File: src/rtl/idu_decode_stage.sv
// ---------------------------------------------------------------------------
// idu_decode_stage
// RV32I decode stage with one output pipeline register between IFU and EXU.
// Decodes the incoming instruction into a one-hot format vector, an encoded
// command, the destination register and a sign-extended immediate. It
// registers these together with the PC and the register-file read data.
//
// Ports
//   clk, rst              clock, synchronous active-high reset
//   in_valid / in_ready   IFU handshake (in_ready = !out_valid || out_ready)
//   in_inst, in_pc        instruction word and its PC
//   flush                 kill the held bundle and any same-cycle input
//   IDU_raddr1/2          combinational rs1/rs2 addresses to the regfile
//   rdata1/2              same-cycle regfile read data
//   out_valid / out_ready EXU handshake
//   out_pc, out_src1/2, out_rd, out_imm, out_type, out_cmd
//                         registered decoded bundle
//
// Optional feature macro: IDU_ILLEGAL_TRAP_EN
//   When defined, adds out_illegal, which flags unknown opcodes, non-32-bit
//   encodings and R-type instructions with an unsupported funct7.
// ---------------------------------------------------------------------------
module idu_decode_stage #(
    parameter int ADDR_WIDTH = 5,
    parameter int DATA_WIDTH = 32,
    parameter int PC_WIDTH   = 32,
    parameter int CMD_WIDTH  = 4
) (
    input  logic                  clk,
    input  logic                  rst,
    input  logic                  in_valid,
    output logic                  in_ready,
    input  logic [31:0]           in_inst,
    input  logic [PC_WIDTH-1:0]   in_pc,
    input  logic                  flush,
    output logic [ADDR_WIDTH-1:0] IDU_raddr1,
    output logic [ADDR_WIDTH-1:0] IDU_raddr2,
    input  logic [DATA_WIDTH-1:0] rdata1,
    input  logic [DATA_WIDTH-1:0] rdata2,
    output logic                  out_valid,
    input  logic                  out_ready,
    output logic [PC_WIDTH-1:0]   out_pc,
    output logic [DATA_WIDTH-1:0] out_src1,
    output logic [DATA_WIDTH-1:0] out_src2,
    output logic [ADDR_WIDTH-1:0] out_rd,
    output logic [DATA_WIDTH-1:0] out_imm,
    output logic [5:0]            out_type,
    output logic [CMD_WIDTH-1:0]  out_cmd
`ifdef IDU_ILLEGAL_TRAP_EN
    ,
    output logic                  out_illegal
`endif
);

    localparam logic [5:0] T_R = 6'b000001;
    localparam logic [5:0] T_I = 6'b000010;
    localparam logic [5:0] T_S = 6'b000100;
    localparam logic [5:0] T_B = 6'b001000;
    localparam logic [5:0] T_U = 6'b010000;
    localparam logic [5:0] T_J = 6'b100000;

    localparam logic [CMD_WIDTH-1:0] C_ALU_R  = CMD_WIDTH'(1);
    localparam logic [CMD_WIDTH-1:0] C_ALU_I  = CMD_WIDTH'(2);
    localparam logic [CMD_WIDTH-1:0] C_LOAD   = CMD_WIDTH'(3);
    localparam logic [CMD_WIDTH-1:0] C_JALR   = CMD_WIDTH'(4);
    localparam logic [CMD_WIDTH-1:0] C_STORE  = CMD_WIDTH'(5);
    localparam logic [CMD_WIDTH-1:0] C_BRANCH = CMD_WIDTH'(6);
    localparam logic [CMD_WIDTH-1:0] C_LUI    = CMD_WIDTH'(7);
    localparam logic [CMD_WIDTH-1:0] C_AUIPC  = CMD_WIDTH'(8);
    localparam logic [CMD_WIDTH-1:0] C_JAL    = CMD_WIDTH'(9);
    localparam logic [CMD_WIDTH-1:0] C_SYSTEM = CMD_WIDTH'(10);
    localparam logic [CMD_WIDTH-1:0] C_EBREAK = CMD_WIDTH'(11);

    logic [6:0]            opcode;
    logic [DATA_WIDTH-1:0] imm_i, imm_s, imm_b, imm_u, imm_j;
    logic [5:0]            dec_type;
    logic [CMD_WIDTH-1:0]  dec_cmd;
    logic [DATA_WIDTH-1:0] dec_imm;
    logic [ADDR_WIDTH-1:0] dec_rd;
    logic                  xfer_in;
`ifdef IDU_ILLEGAL_TRAP_EN
    logic                  dec_illegal;
`endif

    assign opcode     = in_inst[6:0];
    assign IDU_raddr1 = ADDR_WIDTH'(in_inst[19:15]);
    assign IDU_raddr2 = ADDR_WIDTH'(in_inst[24:20]);
    assign in_ready   = !out_valid || out_ready;
    assign xfer_in    = in_valid && in_ready;

    // Signed size casts sign-extend from inst[31] to any DATA_WIDTH >= 32.
    assign imm_i = DATA_WIDTH'($signed(in_inst[31:20]));
    assign imm_s = DATA_WIDTH'($signed({in_inst[31:25], in_inst[11:7]}));
    assign imm_b = DATA_WIDTH'($signed({in_inst[31], in_inst[7], in_inst[30:25],
                                        in_inst[11:8], 1'b0}));
    assign imm_u = DATA_WIDTH'($signed({in_inst[31:12], 12'b0}));
    assign imm_j = DATA_WIDTH'($signed({in_inst[31], in_inst[19:12], in_inst[20],
                                        in_inst[30:21], 1'b0}));

    always_comb begin
        dec_type = '0;
        dec_cmd  = '0;
        dec_imm  = '0;
        dec_rd   = ADDR_WIDTH'(in_inst[11:7]);
`ifdef IDU_ILLEGAL_TRAP_EN
        dec_illegal = 1'b0;
`endif
        case (opcode)
            7'b0110011: begin
                dec_type = T_R;
                dec_cmd  = C_ALU_R;
`ifdef IDU_ILLEGAL_TRAP_EN
                if (in_inst[31:25] != 7'b0000000 && in_inst[31:25] != 7'b0100000) begin
                    dec_cmd     = '0;
                    dec_illegal = 1'b1;
                end
`endif
            end
            7'b0010011: begin dec_type = T_I; dec_cmd = C_ALU_I; dec_imm = imm_i; end
            7'b0000011: begin dec_type = T_I; dec_cmd = C_LOAD;  dec_imm = imm_i; end
            7'b1100111: begin dec_type = T_I; dec_cmd = C_JALR;  dec_imm = imm_i; end
            7'b0100011: begin
                dec_type = T_S; dec_cmd = C_STORE;  dec_imm = imm_s; dec_rd = '0;
            end
            7'b1100011: begin
                dec_type = T_B; dec_cmd = C_BRANCH; dec_imm = imm_b; dec_rd = '0;
            end
            7'b0110111: begin dec_type = T_U; dec_cmd = C_LUI;   dec_imm = imm_u; end
            7'b0010111: begin dec_type = T_U; dec_cmd = C_AUIPC; dec_imm = imm_u; end
            7'b1101111: begin dec_type = T_J; dec_cmd = C_JAL;   dec_imm = imm_j; end
            7'b1110011: begin
                dec_type = T_I;
                dec_imm  = imm_i;
                dec_cmd  = (in_inst == 32'h0010_0073) ? C_EBREAK : C_SYSTEM;
            end
            default: begin
`ifdef IDU_ILLEGAL_TRAP_EN
                dec_illegal = 1'b1;
`endif
            end
        endcase
`ifdef IDU_ILLEGAL_TRAP_EN
        // Compressed encodings never match a listed opcode; kept explicit.
        if (in_inst[1:0] != 2'b11) dec_illegal = 1'b1;
`endif
    end

    always_ff @(posedge clk) begin
        if (rst) begin
            out_valid <= 1'b0;
            out_pc    <= '0;
            out_src1  <= '0;
            out_src2  <= '0;
            out_rd    <= '0;
            out_imm   <= '0;
            out_type  <= '0;
            out_cmd   <= '0;
`ifdef IDU_ILLEGAL_TRAP_EN
            out_illegal <= 1'b0;
`endif
        end else if (flush) begin
            out_valid <= 1'b0;
        end else if (xfer_in) begin
            out_valid <= 1'b1;
            out_pc    <= in_pc;
            out_src1  <= rdata1;
            out_src2  <= rdata2;
            out_rd    <= dec_rd;
            out_imm   <= dec_imm;
            out_type  <= dec_type;
            out_cmd   <= dec_cmd;
`ifdef IDU_ILLEGAL_TRAP_EN
            out_illegal <= dec_illegal;
`endif
        end else if (out_ready) begin
            out_valid <= 1'b0;
        end
    end

endmodule
File: config.mk
export PLATFORM = sky130hd
export DESIGN_NAME = idu_decode_stage
export DESIGN_NICKNAME = d
export VERILOG_FILES = /design/src/rtl/idu_decode_stage.sv
export SDC_FILE = /design/constraint.sdc
export NUM_CORES = 1
export LEC_CHECK = 0
export ABC_AREA = 0
export CORE_UTILIZATION = 40
export DETAILED_ROUTE_END_ITERATION = 8
export HOLD_SLACK_MARGIN = 0.06
export PLACE_DENSITY_LB_ADDON = 0.1
export SYNTH_ARGS = -nofsm -noshare
export SYNTH_HDL_FRONTEND = slang
export SYNTH_SLANG_ARGS = --single-unit
export TNS_END_PERCENT = 100
File: constraint.sdc
create_clock -name clk -period 1.9 [get_ports clk]
set_clock_uncertainty 0.05 [all_clocks]
set_input_delay 0.38 -clock clk [delete_from_list [all_inputs] [get_ports clk]]
set_output_delay 0.38 -clock clk [all_outputs]
set_load 0.01 [all_outputs]
==> impl_metrics.env <==
export IMPL_outcome="finished, final reports clean"
export IMPL_cellLeakagePower_nw=3.561
export IMPL_layout_setup_ws_ps=33.22
export IMPL_maxcap_violations=0
export IMPL_drt_initial_drc_count=390
export IMPL_maxClockFrequency_mhz=535.7
export IMPL_worstPathArrival_ps=1440
export IMPL_setup_violations_final=0
export IMPL_ys_warn_count=0
export IMPL_max_slew_margin_rel_pct=47.53
export IMPL_grt_util_met3_pct=8.956
export IMPL_pin_count_of_the_biggest_net_entering_global_routing=77
export IMPL_reg2reg_from="out_valid$_SDFFE_PP0P_"
export IMPL_clock_power_share_pct=43.2
export IMPL_synth_edff_count=0
export IMPL_via_count_of_the_first_global_routing_pass=6079
export IMPL_fill_cells=1054
export IMPL_post_synth_xor_area_fraction_pct=0.3178
export IMPL_routed_wire_length_per_instance_um=15.60
export IMPL_synth_adder_area_share_pct=0.1816
export IMPL_hold_depth=3
export IMPL_postSynthNetCount=817
export IMPL_final_nets=1143
export IMPL_die_width_um=119.4
export IMPL_buffer_ports_inserted=287
export IMPL_switching_share_pct=23.17
export IMPL_place_ws_ps=-383.6
export IMPL_clkLatencyLatePin_ps=410
export IMPL_power_switching_mw=1.744
export IMPL_hold_path_end="out_valid$_SDFFE_PP0P_"
export IMPL_cts_root_buf="sky130_fd_sc_hd__clkbuf_16"
export IMPL_drive_above_1_share_pct=12.13
export IMPL_required_time_at_the_worst_slack_endpoint_ps=1470
export IMPL_cellPowerDensity_nw_per_um2=781.5
export IMPL_reg2reg_slack_ps=340
export IMPL_cts_htree_levels=4
export IMPL_cts_tree="yes"
export IMPL_floorplan_initialDensity_pct=41.29
export IMPL_ys_dominant_reg_cell="sky130_fd_sc_hd__dfxtp_1"
export IMPL_antenna_left=0
export IMPL_num_vias=6052
export IMPL_cts_hold_buffers_added=0
export IMPL_main_combinational_cell_family_by_area_after_synthesis="simple AND/OR/NAND/NOR gates"
export IMPL_avgSynthCellArea_um2=8.058
export IMPL_timing_final_hold_violations=0
export IMPL_seq_power_share_pct=42.2
export IMPL_critical_path_class="input port to output pin"
export IMPL_timing_critical_path_max_delay_family="buffers and inverters"
export IMPL_crit_chain="clkdlybuf4s50_1 > clkdlybuf4s50_1"
export IMPL_comb_power_share_pct=14.6
export IMPL_yosys_area_share_simple_pct=21.48
export IMPL_worst_r2r_cell_count=6
export IMPL_cts_path_max_buffers=2
export IMPL_synth_sequential_area_ratio_pct=52.30
export IMPL_drt_pass1_iter_count=6
export IMPL_rr_endpoint="out_src2[24]$_SDFFE_PP0P_"
export IMPL_worst_setup_path_end_kind="output pin"
export IMPL_design_core_area_um2=13350
export IMPL_hold_slack_ps=231.6
export IMPL_worstHoldPathType="input port to register"
export IMPL_critical_path_n_buffers_inverters=2
export IMPL_clkSlewWorstSetupHoldPaths_ps=50
export IMPL_residual_overflow_from_global_routing=0
export IMPL_ys_ff_latch=144
export IMPL_slew_viol_final=0
export IMPL_compound_gate_fraction_of_synth_area_pct=19.98
export IMPL_gp_congestion=0.9013
export IMPL_multiplexer_share_of_the_synthesized_area_pct=0.1816
export IMPL_hold_start="rst"
export IMPL_via_per_inst=5.052
export IMPL_tightest_slew_ps=787.0
export IMPL_row_count=42
export IMPL_utilization_after_layout_pct=72.14
export IMPL_synth_cells=684
export IMPL_area_growth_synth_to_final_pct=74.71
export IMPL_grtUsageMet1_pct=28.23
export IMPL_clock_tree_sinks=144
export IMPL_tritoncts_num_buffers=17
export IMPL_grt_most_used_layer="met2"
export IMPL_period_minus_slack_ps=1867
export IMPL_post_synth_instance_area_um2=5512
export IMPL_number_of_antenna_violations_at_the_first_check_in_global_routing=0
export IMPL_grt_met2_usage_pct=46.40
export IMPL_drt_drc_violations_left=0
export IMPL_period_share_pct=98.25
export IMPL_drt_wl_total_mm=18.69
export IMPL_critPathSlowestCell="sky130_fd_sc_hd__clkdlybuf4s50_1"
export IMPL_floorplan_die_area_um2=14250
export IMPL_start_kind="input port"
export IMPL_cell_internal_pwr_mw=5.782
export IMPL_die_h_um=119.4
export IMPL_rsz0062_at_grt="no"
export IMPL_synth_async_sr_flop_share_pct=0
export IMPL_post_dp_hpwl_mm=13.72
export IMPL_grt_first_pass_wirelength_mm=29.67
export IMPL_crit_path_largest_cell_delay_ps=550
export IMPL_design_portCount=288
export IMPL_gr_usage_all_layers_pct=26.31
export IMPL_antenna_cells=0
export IMPL_post_layout_total_power_mw=7.525
export IMPL_cpMostUsedCell="sky130_fd_sc_hd__clkdlybuf4s50_1"
export IMPL_timing_critical_path_fanout_max=3
export IMPL_ir_worst_vdd_mv=0.6226
export IMPL_number_of_library_cell_types_mapped_by_synthesis=48
## cell usage in the layout, fill, tap and decap left out, types with 2 or more instances in the layout
cell	instances
sky130_fd_sc_hd__dlymetal6s2s_1	4
sky130_fd_sc_hd__buf_12	8
sky130_fd_sc_hd__clkbuf_16	17
sky130_fd_sc_hd__bufinv_16	2
sky130_fd_sc_hd__nor2b_1	2
sky130_fd_sc_hd__a21oi_1	117
sky130_fd_sc_hd__clkdlybuf4s50_1	277
sky130_fd_sc_hd__dlygate4sd2_1	5
sky130_fd_sc_hd__o21ai_1	23
sky130_fd_sc_hd__nand2_1	224
sky130_fd_sc_hd__dfxtp_1	144
sky130_fd_sc_hd__clkbuf_1	2
sky130_fd_sc_hd__nor3_1	8
sky130_fd_sc_hd__nand4_1	2
sky130_fd_sc_hd__nand4b_1	2
sky130_fd_sc_hd__buf_4	73
sky130_fd_sc_hd__nand3_1	5
sky130_fd_sc_hd__clkbuf_8	3
sky130_fd_sc_hd__nor4b_1	2
sky130_fd_sc_hd__nand3b_1	3
sky130_fd_sc_hd__o21ai_2	2
sky130_fd_sc_hd__or2_4	2
sky130_fd_sc_hd__a22o_1	6
sky130_fd_sc_hd__clkinvlp_4	3
sky130_fd_sc_hd__clkinv_2	3
sky130_fd_sc_hd__a222oi_1	4
sky130_fd_sc_hd__and3_1	3
sky130_fd_sc_hd__nor2_1	21
sky130_fd_sc_hd__nor4_1	5
sky130_fd_sc_hd__inv_1	5
sky130_fd_sc_hd__o21a_1	2
sky130_fd_sc_hd__a22oi_1	18
## how the worst max path moves through the flow
stage / start / to / slack, ps / cells after the start
after floorplan: in_inst[3] / out_imm[12]$_SDFFE_PP0P_ / 190 / 6
after global placement: in_inst[2] / out_imm[3]$_SDFFE_PP0P_ / -320 / 7
after detailed placement: in_inst[2] / out_imm[3]$_SDFFE_PP0P_ / -380 / 7
after CTS: in_inst[21] / IDU_raddr2[1] / 4 / 2
after global routing: in_inst[2] / out_imm[15]$_SDFFE_PP0P_ / 5 / 7
final: in_inst[15] / IDU_raddr1[0] / 30 / 2
## what timing repair did
item / 4_1_cts / 5_1_grt
setup endpoints to repair: 5 / 23
gates resized for setup: 5 / 8
setup buffers: 0 / 1
pin swaps: 0 / 1
## cells in the mapped netlist (all sizes together), types with 2 or more instances
| cell type | count | area share, % |
|---|---|---|
| a211oi | 2 | 0.36 |
| a21oi | 117 | 11 |
| a222oi | 4 | 0.73 |
| a22o | 6 | 0.95 |
| a22oi | 18 | 2.5 |
| and3 | 3 | 0.34 |
| buf | 22 | 2.6 |
| clkbuf | 39 | 2.7 |
| dfxtp | 144 | 52 |
| inv | 5 | 0.34 |
| nand2 | 224 | 15 |
| nand3 | 5 | 0.45 |
| nand3b | 3 | 0.41 |
| nand4 | 2 | 0.23 |
| nand4b | 2 | 0.32 |
| nor2 | 22 | 1.5 |
| nor2b | 2 | 0.23 |
| nor3 | 8 | 0.73 |
| nor4 | 6 | 0.68 |
| nor4b | 2 | 0.32 |
| o21a | 2 | 0.27 |
| o21ai | 25 | 2.4 |
| o31ai | 2 | 0.52 |
| o32ai | 2 | 0.45 |
| or2 | 2 | 0.27 |
## final cells by class
class | instances | area, µm² | area share (%)
clock buffers | 22 | 474.2 | 4.925
clock inverters | 9 | 106.4 | 1.104
inverters | 5 | 18.77 | 0.1949
multi-input cells | 474 | 2341 | 24.31
flip-flops and latches | 144 | 2883 | 29.94
well taps | 176 | 220.2 | 2.287
repair buffers | 368 | 3586 | 37.24
## per-stage QoR
stage / cell area, µm² / cells / TNS [ps]
after CTS: 9594 / 1197 / 0
final: 9629 / 1198 / 0
after detailed placement: 9020 / 1166 / -16170
after global placement: 9020 / 1166 / -10580
after floorplan: 5512 / 684 / 0
after global routing: 9629 / 1198 / 0
## cells by family after synthesis
group           count (synthesis)
fa+ha+maj                       1
xor+xnor                        2
flops                         144
compound gates                184
buf+inv                        66
simple gates                  286
mux                             1
## per-layer routing
| layer | wire, µm | up-vias | part of all wire, % |
|---|---|---|---|
| li1 | - | 2951 | - |
| met2 | 9557 | 237 | 51 |
| met5 | 0 | - | 0 |
| met3 | 1513 | 39 | 8.1 |
| met4 | 584 | 0 | 3.1 |
| met1 | 7030 | 2825 | 38 |
## state kept, by name, summed over array words and instances, names as in the netlist
register / count
out_imm: 32
out_pc: 32
out_src1: 32
out_src2: 32
out_type: 6
out_rd: 5
out_cmd: 4
out_valid: 1
## power groups by stage
stage	Combinational, mW	Clock (mW)	Sequential [mW]
floorplan	0.332	0	3.29
global placement	1.08	0	3.24
detailed placement	1.09	0	3.24
CTS	1.10	3.32	3.18
global route	1.18	3.46	3.19
finish	1.10	3.25	3.18
Note: power is estimated with default switching activity, not from simulation.
